$ cat config.mk
export PLATFORM = sky130hd
export DESIGN_NAME = adding_machine_sequencer
export DESIGN_NICKNAME = d
export VERILOG_FILES = /design/src/rtl/adding_machine_pkg.sv /design/src/rtl/am_accumulator.sv /design/src/rtl/adding_machine_sequencer.sv
export SDC_FILE = /design/constraint.sdc
export NUM_CORES = 1
export LEC_CHECK = 0
export CAP_MARGIN = 40
export CORE_UTILIZATION = 29
export CTS_CLUSTER_SIZE = 28
export DETAILED_ROUTE_END_ITERATION = 8
export PLACE_DENSITY = 0.53
export SLEW_MARGIN = 20
export SYNTH_ARGS = -nofsm -noshare
export SYNTH_HDL_FRONTEND = slang
export SYNTH_SLANG_ARGS = --single-unit
export TNS_END_PERCENT = 20
$ cat constraint.sdc
create_clock -name clk -period 3.65 [get_ports clk]
set_input_delay 0.5475 -clock clk [delete_from_list [all_inputs] [get_ports clk]]
set_output_delay 0.5475 -clock clk [all_outputs]
set_load 0.01 [all_outputs]
$ cat src/rtl/adding_machine_pkg.sv
// ---------------------------------------------------------------------------
// adding_machine_pkg
//
// Shared definitions for the adding machine sequencer and its accumulator.
//   - Bus widths for the ROM address, the data words and the word counter.
//   - Default base address and run length. The run length matches the ROM
//     depth, which decodes only addr[7:0].
//   - FSM state encoding.
//   - A helper that detects the last word a run may consume.
// ---------------------------------------------------------------------------
package adding_machine_pkg;

  localparam int ADDR_W  = 30;
  localparam int DATA_W  = 32;
  localparam int COUNT_W = 9;

  localparam logic [ADDR_W-1:0] DEFAULT_BASE_ADDR = '0;
  localparam int                DEFAULT_MAX_WORDS = 256;

  typedef enum logic [1:0] {
    IDLE  = 2'b00,
    FETCH = 2'b01,
    DONE  = 2'b10
  } state_t;

  // True when the word being added now is the final word the run may
  // consume. That is the case when count will reach max_words after this add.
  function automatic logic is_last_word(input logic [COUNT_W-1:0] count,
                                        input int                 max_words);
    return count == COUNT_W'(max_words - 1);
  endfunction

endpackage

$ cat src/rtl/am_accumulator.sv
// ---------------------------------------------------------------------------
// am_accumulator
//
// Holds the running 32-bit sum, the sticky carry-out flag and the count of
// words added.
//
// Ports:
//   clk      in   rising-edge clock
//   reset    in   asynchronous, active-low reset
//   clear    in   zero sum, count and overflow (takes priority over add_en)
//   add_en   in   add data into the sum and bump the count
//   data     in   word to add
//   sum      out  accumulated sum, modulo 2^32
//   count    out  number of words added
//   overflow out  set once any add carries out of bit 31; cleared only by
//                 clear or reset
// ---------------------------------------------------------------------------
module am_accumulator
  import adding_machine_pkg::*;
(
  input  logic               clk,
  input  logic               reset,
  input  logic               clear,
  input  logic               add_en,
  input  logic [DATA_W-1:0]  data,
  output logic [DATA_W-1:0]  sum,
  output logic [COUNT_W-1:0] count,
  output logic               overflow
);

  // The add is one bit wider than the sum so the carry out of bit 31 is
  // visible to the sticky overflow flag.
  logic [DATA_W:0] wide_sum;

  assign wide_sum = {1'b0, sum} + {1'b0, data};

  always_ff @(posedge clk or negedge reset) begin
    if (!reset) begin
      sum      <= '0;
      count    <= '0;
      overflow <= 1'b0;
    end else if (clear) begin
      sum      <= '0;
      count    <= '0;
      overflow <= 1'b0;
    end else if (add_en) begin
      sum      <= wide_sum[DATA_W-1:0];
      overflow <= overflow | wide_sum[DATA_W];
      count    <= count + COUNT_W'(1);
    end
  end

endmodule

$ cat src/rtl/adding_machine_sequencer.sv
// ---------------------------------------------------------------------------
// adding_machine_sequencer
//
// Walks the word-addressed ROM starting at BASE_ADDR and sums the words it
// reads. A run stops at the first zero word, or after MAX_WORDS words.
//
// Parameters:
//   BASE_ADDR  first word address driven to the ROM
//   MAX_WORDS  maximum number of words consumed per run (ROM depth)
//
// Ports:
//   clk      in   rising-edge clock
//   reset    in   asynchronous, active-low reset
//   start    in   begin a run; honoured only in IDLE or DONE
//   addr     out  registered word address to the ROM
//   data     in   ROM word for addr; valid before the next rising edge
//   sum      out  accumulated sum, modulo 2^32
//   count    out  number of non-zero words added
//   overflow out  sticky carry-out flag for the current run
//   busy     out  high while fetching
//   done     out  high once the run finishes; held until the next start
// ---------------------------------------------------------------------------
module adding_machine_sequencer
  import adding_machine_pkg::*;
#(
  parameter logic [ADDR_W-1:0] BASE_ADDR = DEFAULT_BASE_ADDR,
  parameter int                MAX_WORDS = DEFAULT_MAX_WORDS
) (
  input  logic               clk,
  input  logic               reset,
  input  logic               start,
  output logic [ADDR_W-1:0]  addr,
  input  logic [DATA_W-1:0]  data,
  output logic [DATA_W-1:0]  sum,
  output logic [COUNT_W-1:0] count,
  output logic               overflow,
  output logic               busy,
  output logic               done
);

  state_t state;
  state_t next_state;

  logic word_nonzero;
  logic last_word;
  logic launch;
  logic add_en;

  assign word_nonzero = (data != '0);
  assign last_word    = is_last_word(count, MAX_WORDS);

  // A start is only honoured when no run is in progress. Start pulses that
  // arrive during FETCH are dropped.
  assign launch = start && ((state == IDLE) || (state == DONE));
  assign add_en = (state == FETCH) && word_nonzero;

  am_accumulator u_accumulator (
    .clk      (clk),
    .reset    (reset),
    .clear    (launch),
    .add_en   (add_en),
    .data     (data),
    .sum      (sum),
    .count    (count),
    .overflow (overflow)
  );

  // State register.
  always_ff @(posedge clk or negedge reset) begin
    if (!reset) begin
      state <= IDLE;
    end else begin
      state <= next_state;
    end
  end

  // Next-state logic. A run ends on a zero word, or on the word that brings
  // the count up to MAX_WORDS. That final word is still added.
  always_comb begin
    next_state = state;
    unique case (state)
      IDLE:    if (start) next_state = FETCH;
      FETCH:   if (!word_nonzero || last_word) next_state = DONE;
      DONE:    if (start) next_state = FETCH;
      default: next_state = IDLE;
    endcase
  end

  // Output decode. busy and done depend only on the state register, so there
  // is no combinational path from data to any output.
  always_comb begin
    busy = 1'b0;
    done = 1'b0;
    unique case (state)
      FETCH:   busy = 1'b1;
      DONE:    done = 1'b1;
      default: ;
    endcase
  end

  // Address register. The address is not advanced past the last permitted
  // word, so a full-length run leaves addr at BASE_ADDR+MAX_WORDS-1 instead
  // of wrapping the ROM back to its first entry.
  always_ff @(posedge clk or negedge reset) begin
    if (!reset) begin
      addr <= BASE_ADDR;
    end else if (launch) begin
      addr <= BASE_ADDR;
    end else if (add_en && !last_word) begin
      addr <= addr + ADDR_W'(1);
    end
  end

endmodule

==> metrics.yaml, run 1 <==
status: "finished, final reports clean"
seq_area_frac_synth_pct: 38.6
dr.pass1.iters: 4
synth_flop_cell: "dfrtp_1"
power_frac_comb_pct: 54.8
synth.ff_latch_count: 74
synthesis.area_um2: 4800
dp.final_hpwl_um: 10400
place_inst: 877
grt_max_degree: 47
cp_data_required_time_ns: 3.91
synth_area_leaders: "dfrtp_1 (39%), ha_1 (9.1%), nand3_1 (5.8%)"
finalHoldViolCount: 0
drt_wl_total_um: 13700
powerDensity_nw_per_um2: 736
postSynthAreaPerCell_um2: 8.62
h-tree-depth: 3
grt_use_met2_pct: 27.2
route.vias.total: 4537
root_buffer: "clkbuf_16"
syn_nets: 628
clock_path_buffers: 2
grt_pass1_wl_um: 22700
cts_sinks: 74
initial_core_util_pct: 30.0
grtUsageMet1_pct: 22.2
finalNonFillerCells: 893
rsz0062_at_grt: "false"
fin_worst_skew_ns: 0.00721
clk_pin_slew_worst_paths_ns: 0.07
slew_headroom_pct: 56.5
synth_edf_count: 0
start_kind: "primary input"
drt-initial-drc-count: 230
synthCells: 557
clock_latency_ns: 0.34
netlist_top_cells_count: "dfrtp_1 (74), nand3_1 (56), nor2_1 (54), o21ai_0 (54)"
grt_busiest_layer: "met2"
p_switching_mw: 2.02
tns_ns: 0
layout-drive-gt1-share_pct: 5.47
setup_viol: 0
slew_viol_final: 0
cts_buffers: 9
end_kind: "register"
top_level_ports: 109
peakVddDrop_mv: 0.304
drc: 0
p_int_mw: 2.78
async_reset_ff_share_pct: 100
synthToLayoutAreaGrowth_pct: 35.9
cp.arrival_ns: 3.55
hp-class: "primary input to asynchronous set/reset pin"
wl_per_cell_um: 15.4
yosys.area.top_type: "dfrtp_1"
synth_top_area_share_pct: 38.6
worst-slew-pin-transition_ns: 0.647
die_area_um2: 17100
clkPwrFrac_pct: 19.2
leakagePower_nw: 2.76
ys_types: 50
cts-resized-gates: 0
globalplace.congestion: 0.908
grt_util_met3_pct: 4.23
core_area_um2: 16000
worstSetupPathType: "primary input to register"
yosys_warnings: 0
nNetsFinal: 743
synth.most_common_cell: "dfrtp_1"
p_sw_share_pct: 42.1
grt_usage_pct: 17.0
cap_violations: 0
cts_setup_buffers: 0
grt_overflow_total: 0
cts_hold_buf: 0
antenna_found_initial: 0
postRouteAntennaNets: 0
fp.dieH_um: 131
die_x_um: 131
fmax_mhz: 304
finalCritPeriodShare_pct: 90.0
grt_pass1_vias: 4487
period_minus_slack_ns: 3.29
crit_fanout: 6
viasPerCell: 5.08
io_buffers: 108
fp-row-count: 46
cts_tree: "done"
power_frac_seq_pct: 26.0
antenna_cells: 0
final_util_pct: 40.8
==> final cells by class <==
cell class	instances	area, um^2
clock inverters	7	76.3
repair buffers	124	1220
inverters	17	63.8
fillers	1643	9480
clock buffers	9	225
multi-input cells	446	2820
well taps	216	270
flip-flops and latches	74	1850
==> routing by layer <==
metal / part of all wire (%) / up-vias
met1: 48 / 2154
li1: - / 2242
met5: 0 / -
met4: 2.0 / 0
met3: 4.7 / 19
met2: 46 / 122
==> power by group through the flow <==
stage / clock (mW) / sequential (mW) / combinational (mW)
2_1_floorplan: 0 / 1.31 / 1.56
3_3_place_gp: 0 / 1.26 / 2.61
3_5_place_dp: 0 / 1.26 / 2.63
4_1_cts: 0.954 / 1.25 / 2.65
5_1_grt: 0.989 / 1.29 / 2.93
6_report: 0.920 / 1.25 / 2.63
==> kinds of logic after synthesis <==
| family | share of synthesized area, % |
|---|---|
| and+or+nand+nor | 22.0 |
| DFF | 38.6 |
| xor gates and xnor gates | 9.31 |
| buffers and inverters | 2.97 |
| AOI/OAI and AO/OA | 17.6 |
| adders and majority gates | 9.54 |
==> registers in the layout, summed over array words and instances (netlist names) <==
register                count
u_accumulator.overflow      1
u_accumulator.sum          32
state                       2
addr                       30
u_accumulator.count         9
==> final timing paths <==
check,startpoint,to,slack (ns),depth (start not counted)
max in group asynchronous,reset,u_accumulator.sum[28]$_DFFE_PN0P_,2.92,2
max,data[9],u_accumulator.sum[31]$_DFFE_PN0P_,0.36,10
min reg2reg,u_accumulator.sum[24]$_DFFE_PN0P_,u_accumulator.sum[24]$_DFFE_PN0P_,0.54,2
min in group clk,u_accumulator.sum[24]$_DFFE_PN0P_,u_accumulator.sum[24]$_DFFE_PN0P_,0.54,2
min,reset,addr[13]$_DFFE_PN0P_,0.15,1
max reg2reg,u_accumulator.sum[9]$_DFFE_PN0P_,u_accumulator.sum[31]$_DFFE_PN0P_,0.63,9
==> layout by cell type (no fill, tap or decap), types with 3 or more instances in the layout <==
cell,instances
o21ai_0,54
or4_1,3
buf_4,16
ha_1,35
nand2_1,42
a21oi_1,42
xnor2_1,19
nand3_1,56
and3_1,8
clkbuf_16,9
clkdlybuf4s50_1,107
and4_1,3
nand2b_1,5
inv_1,16
o31ai_1,4
nor3_1,10
nand4_1,8
or3_1,11
a21o_1,10
o211ai_1,4
xor2_1,32
nor2_1,53
nor2b_1,3
dfrtp_1,74
a31oi_1,6
nor4_1,8
==> critical path, cell delays in order <==
cell,delay [ns]
clkdlybuf4s50_1,0.44
ha_1,0.41
nand4_1,0.15
nor3_1,0.20
nand2_1,0.13
a2111oi_2,0.56
o2111ai_1,0.20
and4_1,0.22
or4_1,0.51
a31oi_1,0.17
==> stage by stage <==
| step | hold slack (ns) | power [mW] | area, um^2 | setup slack (ns) |
|---|---|---|---|---|
| after floorplan | 0.252 | 2.87 | 4800 | 0.878 |
| after global placement | 0.516 | 3.87 | 6200 | 0.101 |
| after detailed placement | 0.526 | 3.89 | 6220 | 0.0666 |
| after CTS | 0.158 | 4.86 | 6530 | 0.415 |
| after global routing | 0.173 | 5.20 | 6530 | 0.124 |
| final | 0.154 | 4.80 | 6530 | 0.364 |
Power figures use the tool's default switching activity.
==> inputs of run 2 (changes only) <==
Settings changed: CORE_UTILIZATION 29 to 23, PLACE_DENSITY 0.53 to 0.45.
==> run 2 against run 1 <==
  * Hold slack got worse by 0.037 ns
  * First-iteration DRC count fell by 20%
  * Worst setup slack got worse by 0.024 ns
  * Critical path type unchanged
  * Critical endpoint unchanged
==> metrics.yaml, run 2 (synthesized netlist as in run 1, its figures left out) <==
drc: 0  # unchanged
final_cell_mix: "clkdlybuf4s50_1 (107), dfrtp_1 (74), nand3_1 (56), o21ai_0 (54), nor2_1 (53)"
top_level_ports: 109  # unchanged
dr.pass1.iters: 4  # unchanged
finalPower_mw: 4.81  # +0.14%
grt_pass1_vias: 4473  # -0.31%
finalCritPeriodShare_pct: 90.7  # +0.66 points
drt-initial-drc-count: 185  # -20%
largest_register_ffs: 32  # unchanged
antenna_found_initial: 0  # unchanged
worst-slew-pin-transition_ns: 0.581  # -0.0657 ns
cp-startpoint: "data[19]"
worstSetupPathType: "primary input to register"
post-place-ws_ns: 0.0333  # -0.0333 ns
cts_buffers: 9  # unchanged
synthToLayoutAreaGrowth_pct: 38.1
place_inst: 937  # +6.8%
clock_path_buffers: 2  # unchanged
end_kind: "register"
postRouteAntennaNets: 0  # unchanged
grt_max_degree: 52  # +11%
cp_data_required_time_ns: 3.91  # about the same
clk_pin_slew_worst_paths_ns: 0.06  # about the same
wl_per_cell_um: 15.2  # -0.92%
fmax_mhz: 302  # -0.73%
start_kind: "primary input"
timing.rr.end: "u_accumulator.sum[31]$_DFFE_PN0P_"
period_minus_slack_ns: 3.31  # +0.0241 ns
cap_violations: 0  # unchanged
grt_usage_pct: 14.1  # -2.9 points
grt_overflow_total: 0  # unchanged
powerDensity_nw_per_um2: 725  # -1.4%
finalHoldViolCount: 0  # unchanged
cts_sinks: 74  # unchanged
setup_ws_ns: 0.340  # -0.0241 ns
cp.arrival_ns: 3.57  # +0.02 ns
status: "finished, final reports clean"
layout_commonest_cell: "clkdlybuf4s50_1"
r2r_cells: 10  # +1
h-tree-depth: 3  # unchanged
top_register: "u_accumulator.sum"
r2r_start: "u_accumulator.sum[19]$_DFFE_PN0P_"
hp-class: "primary input to asynchronous set/reset pin"
cts_hold_buf: 0  # unchanged
cts-resized-gates: 0  # unchanged
peakVddDrop_mv: 0.225  # -26%
antenna_cells: 0  # unchanged
setup_viol: 0  # unchanged
io_buffers: 108  # unchanged
core_area_um2: 20400  # +27%
rsz0062_at_grt: "false"
globalplace.congestion: 0.827  # -9.0%
viasPerCell: 4.79  # -5.8%
fp-row-count: 52  # +13%
nNetsFinal: 749  # +0.81%
crit_fanout: 6  # unchanged
regToRegSetupSlack_ns: 0.59  # -0.04 ns
cts_setup_buffers: 0  # unchanged
die_x_um: 146  # +12%
die_area_um2: 21400  # +26%
drt_wl_total_um: 14500  # +5.6%
layout-drive-gt1-share_pct: 6.16  # +0.69 points
slew_headroom_pct: 61.2  # +4.7 points
fp.dieH_um: 146  # +12%
fin_worst_skew_ns: 0.00741  # +0.000202 ns
clock_latency_ns: 0.33  # about the same
root_buffer: "clkbuf_16"
dp.final_hpwl_um: 11200  # +8.2%
route.vias.total: 4556  # +0.42%
tns_ns: 0  # unchanged
slew_viol_final: 0  # unchanged
initial_core_util_pct: 23.6  # -6.4 points
top_regs: "u_accumulator.sum x32, addr x30, u_accumulator.count x9"
cts_tree: "done"
grt_pass1_wl_um: 24100  # +6.1%
leakagePower_nw: 2.79  # +1.0%
finalNonFillerCells: 952  # +6.6%
==> run 2: metrics by stage <==
stage	hold WS [ns]	utilization (%)	area, um^2
final	0.117	32.6	6630
after global routing	0.137	32.6	6630
after floorplan	0.252	-	4800
after global placement	0.512	31.0	6310
after detailed placement	0.493	31.1	6340
after CTS	0.122	32.6	6630
==> run 2: worst max path at each step <==
stage                                                    end  slack (ns)  cells past startpoint
after global placement     u_accumulator.sum[31]$_DFFE_PN0P_        0.03                     11
after global routing      u_accumulator.overflow$_DFFE_PN0P_        0.15                     12
after floorplan           u_accumulator.overflow$_DFFE_PN0P_        0.88                      9
after CTS                 u_accumulator.overflow$_DFFE_PN0P_        0.38                     12
final                      u_accumulator.sum[31]$_DFFE_PN0P_        0.34                     11
after detailed placement   u_accumulator.sum[31]$_DFFE_PN0P_        0.03                     11
==> run 2: layout make-up <==
class	count	area [um^2]
inverter	17	63.8
fill	2122	13700
multi-input combinational	446	2820
tap	270	338
sequential	74	1850
clock inverter	5	55.1
clock buffer	10	239
timing repair buffer	130	1260
==> run 2: layer usage <==
metal | track usage [%] | vias to the layer above | share of wire [%]
met4 | 4.84 | 0 | 1.6
met2 | 22.4 | 100 | 46
li1 | - | 2257 | -
met1 | 19.3 | 2188 | 49
met3 | 2.47 | 11 | 3.8
met5 | 0 | - | 0
==> run 2: where the power goes <==
group / total, mW / internal [mW] / switching (mW)
combinational: 2.65 / 1.22 / 1.44
sequential: 1.26 / 1.05 / 0.209
clock: 0.901 / 0.542 / 0.359
==> run 2: worst max-delay path: stages <==
cell	delay (ns)
clkdlybuf4s50_1	0.43
ha_1	0.43
nand2_1	0.15
nor2_1	0.28
nand3_1	0.18
a2111oi_2	0.30
buf_4	0.18
o2111ai_1	0.15
and4_1	0.24
or4_1	0.50
a31oi_1	0.18
